**src/rtl/program_test_sequencer_pkg.sv**
```systemverilog
// Shared types and defaults for the program test sequencer.
package program_test_sequencer_pkg;

    typedef enum logic [2:0] {
        StIdle,
        StResetCore,
        StRun,
        StCheck,
        StDone
    } state_e;

    localparam int unsigned DefaultResetCycles = 2;
    localparam int unsigned DefaultMaxCycles   = 100;
    localparam int unsigned RegZero            = 0;

endpackage

```
**src/rtl/program_test_sequencer_if.sv**
```systemverilog
// Bench/core-facing signal bundle of the program test sequencer.
interface program_test_sequencer_if #(
    parameter int unsigned DATA_WIDTH      = 32,
    parameter int unsigned REG_ADDR_WIDTH  = 5,
    parameter int unsigned CHECK_IDX_WIDTH = 2,
    parameter int unsigned CYCLE_WIDTH     = 16
);
    logic                       start;
    logic                       cfg_we;
    logic [CHECK_IDX_WIDTH-1:0] cfg_idx;
    logic                       cfg_valid;
    logic [REG_ADDR_WIDTH-1:0]  cfg_rd;
    logic [DATA_WIDTH-1:0]      cfg_data;
    logic                       core_reset;
    logic                       commit_valid;
    logic [REG_ADDR_WIDTH-1:0]  commit_rd;
    logic [DATA_WIDTH-1:0]      commit_data;
    logic                       halt;
    logic                       busy;
    logic                       done;
    logic                       pass;
    logic                       fail_timeout;
    logic [CHECK_IDX_WIDTH:0]   mismatch_count;
    logic [CHECK_IDX_WIDTH-1:0] first_fail_idx;
    logic [CYCLE_WIDTH-1:0]     cycle_count;

    modport master (
        output start, cfg_we, cfg_idx, cfg_valid, cfg_rd, cfg_data,
        output commit_valid, commit_rd, commit_data, halt,
        input  core_reset, busy, done, pass, fail_timeout, mismatch_count,
        input  first_fail_idx, cycle_count
    );

    modport slave (
        input  start, cfg_we, cfg_idx, cfg_valid, cfg_rd, cfg_data,
        input  commit_valid, commit_rd, commit_data, halt,
        output core_reset, busy, done, pass, fail_timeout, mismatch_count,
        output first_fail_idx, cycle_count
    );

endinterface

```
**src/rtl/program_test_sequencer_shadow_regfile.sv**
```systemverilog
// Shadow copy of the core register file: one write port, async read, r0 reads as zero.
module program_test_sequencer_shadow_regfile
    import program_test_sequencer_pkg::*;
#(
    parameter int unsigned DATA_WIDTH     = 32,
    parameter int unsigned REG_ADDR_WIDTH = 5
) (
    input  logic                      clk,
    input  logic                      reset,
    input  logic                      clear,
    input  logic                      we,
    input  logic [REG_ADDR_WIDTH-1:0] waddr,
    input  logic [DATA_WIDTH-1:0]     wdata,
    input  logic [REG_ADDR_WIDTH-1:0] raddr,
    output logic [DATA_WIDTH-1:0]     rdata
);
    localparam int unsigned NumRegs = 2 ** REG_ADDR_WIDTH;
    localparam logic [REG_ADDR_WIDTH-1:0] R0 = REG_ADDR_WIDTH'(RegZero);

    logic [DATA_WIDTH-1:0] regs_q [NumRegs];

    always_ff @(posedge clk or negedge reset) begin
        if (!reset) begin
            for (int i = 0; i < NumRegs; i++) regs_q[i] <= '0;
        end else if (clear) begin
            for (int i = 0; i < NumRegs; i++) regs_q[i] <= '0;
        end else if (we && (waddr != R0)) begin
            regs_q[waddr] <= wdata;
        end
    end

    assign rdata = (raddr == R0) ? '0 : regs_q[raddr];

endmodule

```
**src/rtl/program_test_sequencer.sv**
```systemverilog
// Sequences a core through reset, run and result check, and reports pass/fail against a
// loadable table of expected register values.
module program_test_sequencer
    import program_test_sequencer_pkg::*;
#(
    parameter int unsigned DATA_WIDTH      = 32,
    parameter int unsigned REG_ADDR_WIDTH  = 5,
    parameter int unsigned NUM_CHECKS      = 4,
    parameter int unsigned CHECK_IDX_WIDTH = 2,
    parameter int unsigned RESET_CYCLES    = DefaultResetCycles,
    parameter int unsigned MAX_CYCLES      = DefaultMaxCycles,
    parameter int unsigned CYCLE_WIDTH     = 16
) (
    input logic                     clk,
    input logic                     reset,
    program_test_sequencer_if.slave bus
);
    localparam int unsigned RstCntWidth = (RESET_CYCLES > 1) ? $clog2(RESET_CYCLES) : 1;
    localparam logic [RstCntWidth-1:0]     RstCntLast  = RstCntWidth'(RESET_CYCLES - 1);
    localparam logic [CHECK_IDX_WIDTH-1:0] IdxLast     = CHECK_IDX_WIDTH'(NUM_CHECKS - 1);
    localparam logic [CYCLE_WIDTH-1:0]     CycleBudget = CYCLE_WIDTH'(MAX_CYCLES);

    state_e                     state_q;
    logic [RstCntWidth-1:0]     rst_cnt_q;
    logic [CHECK_IDX_WIDTH-1:0] check_idx_q;
    logic [CYCLE_WIDTH-1:0]     cycle_count_q;
    logic [CHECK_IDX_WIDTH:0]   mismatch_q;
    logic [CHECK_IDX_WIDTH-1:0] first_fail_q;
    logic done_q, pass_q, timeout_q, core_reset_q, busy_q;

    logic                      tbl_valid_q [NUM_CHECKS];
    logic [REG_ADDR_WIDTH-1:0] tbl_rd_q    [NUM_CHECKS];
    logic [DATA_WIDTH-1:0]     tbl_data_q  [NUM_CHECKS];

    logic                     idle_or_done, start_ok;
    logic [DATA_WIDTH-1:0]    shadow_rdata;
    logic [CYCLE_WIDTH-1:0]   cycle_inc;
    logic                     budget_hit, entry_fail;
    logic [CHECK_IDX_WIDTH:0] mismatch_next;

    assign idle_or_done = (state_q == StIdle) || (state_q == StDone);
    assign start_ok     = idle_or_done && bus.start;

    program_test_sequencer_shadow_regfile #(
        .DATA_WIDTH    (DATA_WIDTH),
        .REG_ADDR_WIDTH(REG_ADDR_WIDTH)
    ) u_shadow (
        .clk  (clk),
        .reset(reset),
        .clear(start_ok),
        .we   ((state_q == StRun) && bus.commit_valid),
        .waddr(bus.commit_rd),
        .wdata(bus.commit_data),
        .raddr(tbl_rd_q[check_idx_q]),
        .rdata(shadow_rdata)
    );

    always_comb begin
        cycle_inc     = (cycle_count_q == '1) ? cycle_count_q : cycle_count_q + 1'b1;
        budget_hit    = cycle_inc >= CycleBudget;
        entry_fail    = tbl_valid_q[check_idx_q] && (shadow_rdata != tbl_data_q[check_idx_q]);
        mismatch_next = mismatch_q + (CHECK_IDX_WIDTH + 1)'(entry_fail);
    end

    // Table is only writable while no run is in flight.
    always_ff @(posedge clk or negedge reset) begin
        if (!reset) begin
            for (int i = 0; i < NUM_CHECKS; i++) begin
                tbl_valid_q[i] <= 1'b0;
                tbl_rd_q[i]    <= '0;
                tbl_data_q[i]  <= '0;
            end
        end else if (bus.cfg_we && idle_or_done && (32'(bus.cfg_idx) < NUM_CHECKS)) begin
            tbl_valid_q[bus.cfg_idx] <= bus.cfg_valid;
            tbl_rd_q[bus.cfg_idx]    <= bus.cfg_rd;
            tbl_data_q[bus.cfg_idx]  <= bus.cfg_data;
        end
    end

    always_ff @(posedge clk or negedge reset) begin
        if (!reset) begin
            state_q       <= StIdle;
            rst_cnt_q     <= '0;
            check_idx_q   <= '0;
            cycle_count_q <= '0;
            mismatch_q    <= '0;
            first_fail_q  <= '0;
            done_q        <= 1'b0;
            pass_q        <= 1'b0;
            timeout_q     <= 1'b0;
            core_reset_q  <= 1'b1;
            busy_q        <= 1'b0;
        end else begin
            unique case (state_q)
                StIdle, StDone: begin
                    if (bus.start) begin
                        state_q       <= StResetCore;
                        rst_cnt_q     <= '0;
                        check_idx_q   <= '0;
                        cycle_count_q <= '0;
                        mismatch_q    <= '0;
                        first_fail_q  <= '0;
                        done_q        <= 1'b0;
                        pass_q        <= 1'b0;
                        timeout_q     <= 1'b0;
                        core_reset_q  <= 1'b1;
                        busy_q        <= 1'b1;
                    end
                end
                StResetCore: begin
                    if (rst_cnt_q == RstCntLast) begin
                        state_q      <= StRun;
                        core_reset_q <= 1'b0;
                    end else begin
                        rst_cnt_q <= rst_cnt_q + 1'b1;
                    end
                end
                StRun: begin
                    cycle_count_q <= cycle_inc;
                    // Halt takes priority over an expiring budget.
                    if (bus.halt) begin
                        state_q      <= StCheck;
                        check_idx_q  <= '0;
                        core_reset_q <= 1'b1;
                    end else if (budget_hit) begin
                        state_q      <= StDone;
                        timeout_q    <= 1'b1;
                        done_q       <= 1'b1;
                        pass_q       <= 1'b0;
                        busy_q       <= 1'b0;
                        core_reset_q <= 1'b1;
                    end
                end
                StCheck: begin
                    mismatch_q <= mismatch_next;
                    if (entry_fail && (mismatch_q == '0)) first_fail_q <= check_idx_q;
                    if (check_idx_q == IdxLast) begin
                        state_q <= StDone;
                        done_q  <= 1'b1;
                        pass_q  <= !timeout_q && (mismatch_next == '0);
                        busy_q  <= 1'b0;
                    end else begin
                        check_idx_q <= check_idx_q + 1'b1;
                    end
                end
                default: state_q <= StIdle;
            endcase
        end
    end

    assign bus.core_reset     = core_reset_q;
    assign bus.busy           = busy_q;
    assign bus.done           = done_q;
    assign bus.pass           = pass_q;
    assign bus.fail_timeout   = timeout_q;
    assign bus.mismatch_count = mismatch_q;
    assign bus.first_fail_idx = first_fail_q;
    assign bus.cycle_count    = cycle_count_q;

endmodule

```
**src/flat_wrapper.sv**
```systemverilog
// flat-port wrapper written by rule: the top's interface ports become plain ports
module program_test_sequencer_flat import program_test_sequencer_pkg::*;
#(
    parameter int unsigned DATA_WIDTH      = 32,
    parameter int unsigned REG_ADDR_WIDTH  = 5,
    parameter int unsigned NUM_CHECKS      = 4,
    parameter int unsigned CHECK_IDX_WIDTH = 2,
    parameter int unsigned RESET_CYCLES    = DefaultResetCycles,
    parameter int unsigned MAX_CYCLES      = DefaultMaxCycles,
    parameter int unsigned CYCLE_WIDTH     = 16
)
  (clk, reset, bus_start, bus_cfg_we, bus_cfg_idx, bus_cfg_valid, bus_cfg_rd, bus_cfg_data, bus_commit_valid, bus_commit_rd, bus_commit_data, bus_halt, bus_core_reset, bus_busy, bus_done, bus_pass, bus_fail_timeout, bus_mismatch_count, bus_first_fail_idx, bus_cycle_count);
  program_test_sequencer_if #(.DATA_WIDTH(DATA_WIDTH), .REG_ADDR_WIDTH(REG_ADDR_WIDTH), .CHECK_IDX_WIDTH(CHECK_IDX_WIDTH), .CYCLE_WIDTH(CYCLE_WIDTH)) bus_i ();
  input logic clk;
  input logic reset;
  input wire logic [$bits(bus_i.start)-1:0] bus_start;
  input wire logic [$bits(bus_i.cfg_we)-1:0] bus_cfg_we;
  input wire logic [$bits(bus_i.cfg_idx)-1:0] bus_cfg_idx;
  input wire logic [$bits(bus_i.cfg_valid)-1:0] bus_cfg_valid;
  input wire logic [$bits(bus_i.cfg_rd)-1:0] bus_cfg_rd;
  input wire logic [$bits(bus_i.cfg_data)-1:0] bus_cfg_data;
  input wire logic [$bits(bus_i.commit_valid)-1:0] bus_commit_valid;
  input wire logic [$bits(bus_i.commit_rd)-1:0] bus_commit_rd;
  input wire logic [$bits(bus_i.commit_data)-1:0] bus_commit_data;
  input wire logic [$bits(bus_i.halt)-1:0] bus_halt;
  output wire logic [$bits(bus_i.core_reset)-1:0] bus_core_reset;
  output wire logic [$bits(bus_i.busy)-1:0] bus_busy;
  output wire logic [$bits(bus_i.done)-1:0] bus_done;
  output wire logic [$bits(bus_i.pass)-1:0] bus_pass;
  output wire logic [$bits(bus_i.fail_timeout)-1:0] bus_fail_timeout;
  output wire logic [$bits(bus_i.mismatch_count)-1:0] bus_mismatch_count;
  output wire logic [$bits(bus_i.first_fail_idx)-1:0] bus_first_fail_idx;
  output wire logic [$bits(bus_i.cycle_count)-1:0] bus_cycle_count;
  assign bus_i.start = bus_start;
  assign bus_i.cfg_we = bus_cfg_we;
  assign bus_i.cfg_idx = bus_cfg_idx;
  assign bus_i.cfg_valid = bus_cfg_valid;
  assign bus_i.cfg_rd = bus_cfg_rd;
  assign bus_i.cfg_data = bus_cfg_data;
  assign bus_i.commit_valid = bus_commit_valid;
  assign bus_i.commit_rd = bus_commit_rd;
  assign bus_i.commit_data = bus_commit_data;
  assign bus_i.halt = bus_halt;
  assign bus_core_reset = bus_i.core_reset;
  assign bus_busy = bus_i.busy;
  assign bus_done = bus_i.done;
  assign bus_pass = bus_i.pass;
  assign bus_fail_timeout = bus_i.fail_timeout;
  assign bus_mismatch_count = bus_i.mismatch_count;
  assign bus_first_fail_idx = bus_i.first_fail_idx;
  assign bus_cycle_count = bus_i.cycle_count;
  program_test_sequencer #(.DATA_WIDTH(DATA_WIDTH), .REG_ADDR_WIDTH(REG_ADDR_WIDTH), .NUM_CHECKS(NUM_CHECKS), .CHECK_IDX_WIDTH(CHECK_IDX_WIDTH), .RESET_CYCLES(RESET_CYCLES), .MAX_CYCLES(MAX_CYCLES), .CYCLE_WIDTH(CYCLE_WIDTH)) u_core (.clk(clk), .reset(reset), .bus(bus_i));
endmodule
```
**config.mk**
```make
export PLATFORM = sky130hd
export DESIGN_NAME = program_test_sequencer_flat
export DESIGN_NICKNAME = d
export VERILOG_FILES = /design/src/rtl/program_test_sequencer_pkg.sv /design/src/rtl/program_test_sequencer_if.sv /design/src/rtl/program_test_sequencer_shadow_regfile.sv /design/src/rtl/program_test_sequencer.sv /design/src/flat_wrapper.sv
export SDC_FILE = /design/constraint.sdc
export NUM_CORES = 2
export LEC_CHECK = 0
export BUFFER_PORTS_ARGS = -buffer_cell sky130_fd_sc_hd__buf_2
export CORE_MARGIN = 10
export CORE_UTILIZATION = 25
export DETAILED_ROUTE_END_ITERATION = 12
export GPL_ROUTABILITY_DRIVEN = 1
export PLACE_DENSITY = 0.38
export SETUP_SLACK_MARGIN = 0.05
export SLEW_MARGIN = 10
export SYNTH_ARGS = -nofsm -noshare
export SYNTH_HDL_FRONTEND = slang
export SYNTH_SLANG_ARGS = --single-unit
```
**constraint.sdc**
```tcl
create_clock -name clk -period 3.8 [get_ports clk]
set_input_delay 0.57 -clock clk [delete_from_list [all_inputs] [get_ports clk]]
set_output_delay 0.57 -clock clk [all_outputs]
set_load 0.05 [all_outputs]
```
### Word-level counts from Yosys, hierarchy flattened

Index checks and enable logic that the tools add are counted.

* register bits: 1208
* latch bits: 0
* bits in writable memories: 0
* bits in read-only memories: 0
* input port bits: 83
* output and inout port bits: 26
* word-level logic and storage cells: 180
* memories: 0

* add/subtract/negate cells: 4
* $mul: 0
* divide/modulo/power cells: 0
* magnitude comparators: 7
* eq/ne operators: 16
* shift-type cells: 0
* multiplexer cells: 62
* bitwise logic cells: 4
* reduce and logical (&&, ||, !) cells: 32

Operators with widths (count)
* 1024-bit two-way mux: 2
* 1024-bit bitwise mux: 1
* 32-bit two-way mux: 7
* 32-bit binary-select mux with 5-bit select: 1
* 32-bit demux with 5-bit select: 1
* 128-bit bitwise mux: 1
* 32-bit binary-select mux with 2-bit select: 1
* 32-bit demux with 2-bit select: 1
* 16-bit two-way mux: 2
* 32-bit inequality test: 1
* 16-bit one-hot mux with 2 select lines: 1
* 20-bit bitwise mux: 1
* 3-bit two-way mux: 6
* 16-bit by 1-bit adder with 16-bit output, second input constant: 1
* 16-bit == test, second input constant: 1
* 16-bit by 7-bit greater-or-equal comparator with 1-bit output, second input constant: 1
* 4-bit AND reduction: 4
* 1-bit two-way mux: 15
* 5-bit two-way mux: 3
* 6-bit greater-or-equal comparator, second input constant: 2
* 5-bit inverter with 6-bit output: 2
* 1-bit one-hot mux with 3 select lines: 4
* 3-bit one-hot mux with 4 select lines: 1
* 5-bit binary-select mux with 2-bit select: 1
* other kinds (35): 64

### Depth between registers and ports, before layout

* depth after elaboration: 16
* gate-level depth with buffers: 22
* depth with buffers taken out: 16

### Hierarchy

Synthesis repeated with hierarchy kept, for this count alone.

* cells, all modules: 5847
* area total of the unflattened synthesis: 57619.0 um^2

Modules (own cells, without submodules)
* program_test_sequencer_shadow_regfile: times used 1, cells an instance 5187, area an instance 48735.5 um^2, sequential area each 25624.6 um^2
* program_test_sequencer: times used 1, cells an instance 660, area an instance 8883.5 um^2, sequential area each 4605.7 um^2

### Least setup slack after synthesis

OpenSTA, ideal clock, no wires.

* kind: reg-to-reg
* start point: register u_core.check_idx_q[0]
* end point: register u_core.pass_q, in the netlist u_core.bus.pass
* library setup time: 0.067 ns
* arrival time: 4.033 ns
* data required time: 3.733 ns
* path slack: -0.300 ns
* cell stages (with the launch flop): 22
* path buffers: 6
* period minus slack after synthesis: 4.100 ns
* cells stage by stage: dfrtp_1 buf_6 mux4_2 buf_6 buf_6 buf_2 buf_4 buf_4 nand2_1 a31oi_1 nand3_1 o311ai_0 xor2_1 nor4_2 nand4_1 nor4_2 nor2_1 ha_1 ha_1 nor4_1 nand4_1 nand2_1

* longest elaborated chain between the ends: 16
* elaborated cells between the ends (all ways): 26
* classes of those cells: add/sub (1); eq/ne (3); mux (15); bitwise (2); reduce/logical (5)

RTL lines
* start, declared: RTL line program_test_sequencer.sv:25 `logic [CHECK_IDX_WIDTH-1:0] check_idx_q;`
* start signal, assigned: RTL line program_test_sequencer.sv:143 `check_idx_q <= check_idx_q + 1'b1;`
* 2-bit inverter with 3-bit output (not written as such): RTL line program_test_sequencer.sv:54, program_test_sequencer.sv:61
* 5-bit binary-select mux with 2-bit select: RTL line program_test_sequencer.sv:54 `.raddr(tbl_rd_q[check_idx_q]),`
* 5-bit two-way mux (not written as such) (2 in a row): RTL line program_test_sequencer.sv:54
* 5-bit inverter with 6-bit output (not written as such): RTL line program_test_sequencer_shadow_regfile.sv:32 `assign rdata = (raddr == R0) ? '0 : regs_q[raddr];`
* 32-bit binary-select mux with 5-bit select: RTL line program_test_sequencer_shadow_regfile.sv:32
* 32-bit two-way mux (not written as such) (2 in a row): RTL line program_test_sequencer_shadow_regfile.sv:32
* 32-bit two-way mux: RTL line program_test_sequencer_shadow_regfile.sv:32
* 32-bit inequality test: RTL line program_test_sequencer.sv:61 `entry_fail = tbl_valid_q[check_idx_q] && (shadow_rdata != tbl_data_q[check_idx_q]);`
* 1-bit logical AND: RTL line program_test_sequencer.sv:61
* 3-bit by 1-bit adder with 3-bit output: RTL line program_test_sequencer.sv:62 `mismatch_next = mismatch_q + (CHECK_IDX_WIDTH + 1)'(entry_fail);`
* 3-bit zero test: RTL line program_test_sequencer.sv:140 `pass_q <= !timeout_q && (mismatch_next == '0);`
* 1-bit logical AND: RTL line program_test_sequencer.sv:140
* 1-bit two-way mux: RTL line program_test_sequencer.sv:137 `if (check_idx_q == IdxLast) begin`
* 1-bit one-hot mux with 3 select lines: RTL line program_test_sequencer.sv:94 `unique case (state_q)`
* end signal, assigned: RTL line program_test_sequencer.sv:140
* end, declared: RTL line program_test_sequencer.sv:29 `logic done_q, pass_q, timeout_q, core_reset_q, busy_q;`

Several ways; a longest one is shown, not always the timed one. The select of a mux whose other input is x is not followed.
A chain may end at the register's enable or synchronous reset.

### Final worst setup path

Ends and elaborated chain as after synthesis.

==> results.ini <==
[floorplanning]
dieHeight_um=497.1
fp-row-count=175
placeableCoreArea_um2=226800
ioPinCount=109
initial_core_util=0.2508
fp.dieArea_um2=247100
die_x_um=497.1

[yosys]
syn_area_per_cell_um2=9.150
synth-seq-cells=1180
syn_inst=6219
ys_seq_area_frac=0.5189
synth_top_flop_cell=dfrtp_1
syn-num-nets=6306
yosysTopAreaCellShare=0.5185
ys_warn_count=0
syn_area_um2=56900
async_flop_share=1.000
yosysTopAreaCell=dfrtp_1
synth-edff-count=0
synthTopCellsByArea=dfrtp_1 52%, nand2_1 14%, a21oi_1 9.2%
yosysUniqueCellTypes=74

[placed_design]
dpl.hpwl_mm=155.9
place.port_buffers=108
pre_cts_ws_ns=-2.057
gp_congestion=0.8037
place_area_um2=64920

[layout]
fin_nets=6581
utilization=0.3130
fillers=23549
syn2layout_area_growth_pct=24.79
final_area_um2=71010
drive_gt1_frac=0.1998

[setup_path]
crit_slowest_cell=mux4_4
worst-path-max-fanout=24
timing.rr.start=u_core.check_idx_q[0]
crit_arrival_ns=6.03
path_buf_inv=6
end_kind=flop
cpLargestDelayFamily=simple AND/OR/NAND/NOR gates
critical_path_required_ns=4.54
crit_chain=mux4_4 -> buf_12 -> buf_6 -> buf_4 -> mux2i_1 -> a22oi_1 -> a31oi_1 -> buf_4 -> o21ai_4 -> xor2_2 -> nor2_1 -> buf_4 -> nand4_1 -> nor4_4 -> buf_4 -> nor2_4 -> ha_4 -> ha_4 -> nor4_2 -> nand4_1 -> nand2_1
rrSetupSlack_ns=-1.49
worst-setup-path-type=flop to flop
worst-r2r-cell-count=21
cp-start-kind=flop
timing.rr.end=u_core.bus.pass
cp_common_cell=buf_4
crit_path_max_incr_delay_ns=0.70

[cts]
worstSkewPairLatency_ns=0.82
path_clk_slew_ns=0.06
cts_tree=yes
clockBufferDepth=3
cts.sink_count=1180
numCtsBuffers=146
root_buffer=clkbuf_16
htreeDepth=4

[global_routing]
grt_pass1_wl_mm=368.5
grt_pass1_vias=48282
grt_overflow_total=0
grt_usage=0.1998
grt_max_degree=134
antenna_found_initial=9

[sta]
hold_violations=0
finClkSkew_ns=0.02896
fin_ws_ns=-1.488
timing.final.max_slew_violations=0
worst_slew_pin_slew_ns=0.9803
fin_hold_ws_ns=0.09228
grt_setup_unrepaired=true
max-slew-margin-rel=0.3465
finalSetupViolations=6
finalCritPeriodShare=1.392
period_needed_ns=5.288
clock.fmax_ghz=0.1891

[hold_path]
holdCritStartpoint=bus_cfg_rd[3]
holdPathEnd=u_core.tbl_rd_q[3]
hold_class=primary input to flop
hold_depth=2

[drt]
vias_per_cell=4.999
wl_mm=254.3
drtIter0Drc=4296
wl_per_cell_um=26.42
drc_errors=0
firstDrtPassIters=5
route.antenna.remaining_nets=0
dr_total_vias=48107

[power]
power_mw=56.32
ir_worst_vdd_uv=496.7
power_leakage_nw=29.87
p_per_area_nw_per_um2=793.2

[flow_run]
cap_violations=0

[run_status]
violations=setup timing
outcome=complete, but fails checks

==> report_power, final <==
part           total [mW]  internal (mW)  switching, mW
logic                27.3           11.7           15.6
clock network        14.3           8.35           5.99
registers            14.7           14.0          0.760
==> flip-flops by register name (all words and copies together), names as in the netlist <==
register	flops
u_core.tbl_valid_q	4
u_core.state_q	3
u_core.rst_cnt_q	1
u_core.bus.fail_timeout	1
u_core.bus.core_reset	1
u_core.u_shadow.regs_q	996
u_core.bus.first_fail_idx	2
u_core.tbl_data_q	128
u_core.bus.cycle_count	16
u_core.tbl_rd_q	20
u_core.bus.busy	1
u_core.bus.mismatch_count	3
u_core.bus.pass	1
u_core.check_idx_q	2
u_core.bus.done	1
==> placed cells by master (no fill, tap or decap), types with 14 or more instances in the layout <==
| cell type | synthesis | routed |
|---|---|---|
| a21oi_1 | 1051 | 1044 |
| nor2_1 | 87 | 56 |
| xor2_1 | 21 | 17 |
| nor2b_1 | 26 | 19 |
| nor2_4 | 0 | 31 |
| buf_2 | 48 | 107 |
| clkbuf_16 | 0 | 146 |
| nand2_2 | 0 | 22 |
| nand2_1 | 2197 | 2175 |
| dlygate4sd3_1 | 0 | 38 |
| mux2i_1 | 329 | 316 |
| a22oi_1 | 58 | 55 |
| dfrtp_1 | 1179 | 1177 |
| clkbuf_8 | 0 | 44 |
| buf_4 | 8 | 389 |
| clkbuf_1 | 471 | 39 |
| o21ai_0 | 39 | 34 |
| mux4_2 | 96 | 94 |
| o22ai_1 | 19 | 14 |
| nand3_1 | 65 | 53 |
| a221oi_1 | 22 | 15 |
| nand2b_1 | 26 | 26 |
| a31oi_1 | 28 | 27 |
| and2_1 | 15 | 14 |
| mux2_2 | 189 | 186 |
| buf_12 | 0 | 135 |
==> layer usage <==
layer	vias up	GRT usage	routed length (µm)
li1	21603	-	-
met1	24790	0.2753	115400
met2	1384	0.3292	120400
met3	324	0.02799	12170
met4	6	0.05069	6263
met5	-	0	51
==> area by class of cell <==
| cell class | count | area (µm²) | share of cell area |
|---|---|---|---|
| diodes | 4 | 10.01 | 0.0001410 |
| clock buffers | 229 | 4405 | 0.06204 |
| clock inverters | 36 | 484.2 | 0.006819 |
| inverters | 4 | 15.01 | 0.0002114 |
| multi-input cells | 4478 | 26050 | 0.3668 |
| flip-flops and latches | 1180 | 29530 | 0.4159 |
| well taps | 3009 | 3765 | 0.05302 |
| repair buffers | 684 | 6749 | 0.09504 |
==> metrics by stage <==
| stage | instances | setup TNS, ns |
|---|---|---|
| 2_1_floorplan | 6219 | -0.2778 |
| 3_3_place_gp | 9297 | -10.40 |
| 3_5_place_dp | 9297 | -10.18 |
| 4_1_cts | 9611 | -7.095 |
| 5_1_grt | 9623 | -7.631 |
| 6_report | 9624 | -7.483 |
==> cell usage after synthesis (39+ instances only) <==
cell	number
mux4_2	96
a22oi_1	58
mux2_2	189
buf_2	48
nand2_1	2197
nand3_1	65
o21ai_0	39
clkbuf_1	471
dfrtp_1	1179
mux2i_1	329
a21oi_1	1051
nor2_1	87
==> kinds of logic (layout without fill, tap and decap cells) <==
logic type / count (synthesis) / in the layout / synth area share
fa+ha+maj: 4 / 4 / 0.0008796
buf+inv: 561 / 953 / 0.03958
mux: 614 / 614 / 0.1333
flops: 1180 / 1180 / 0.5189
other cells: 0 / 4 / 0
simple gates: 2493 / 2493 / 0.1728
compound gates: 1337 / 1337 / 0.1300
xor+xnor: 30 / 30 / 0.004618
==> worst max-delay path by stage <==
| stage | startpoint | endpoint | slack (ns) | depth (start not counted) |
|---|---|---|---|---|
| global route | u_core.check_idx_q[0] | u_core.bus.pass | -1.52 | 21 |
| finish | u_core.check_idx_q[0] | u_core.bus.pass | -1.49 | 21 |
| CTS | u_core.check_idx_q[0] | u_core.bus.pass | -1.51 | 20 |
| floorplan | u_core.check_idx_q[0] | u_core.bus.pass | -0.21 | 21 |
| global placement | u_core.check_idx_q[0] | u_core.bus.pass | -2.18 | 21 |
| detailed placement | u_core.check_idx_q[0] | u_core.bus.pass | -2.06 | 18 |
==> timing repair <==
item / in CTS / in global routing
endpoints found under the setup margin: 6 / 8
resized for setup: 73 / 51
hold buffers: 38 / 0
gates cloned: 2 / 0
buffers inserted: 9 / 11
endpoints found under the hold margin: 198 / 0
pin swaps: 34 / 18
Note: power is estimated with default switching activity, not from simulation.
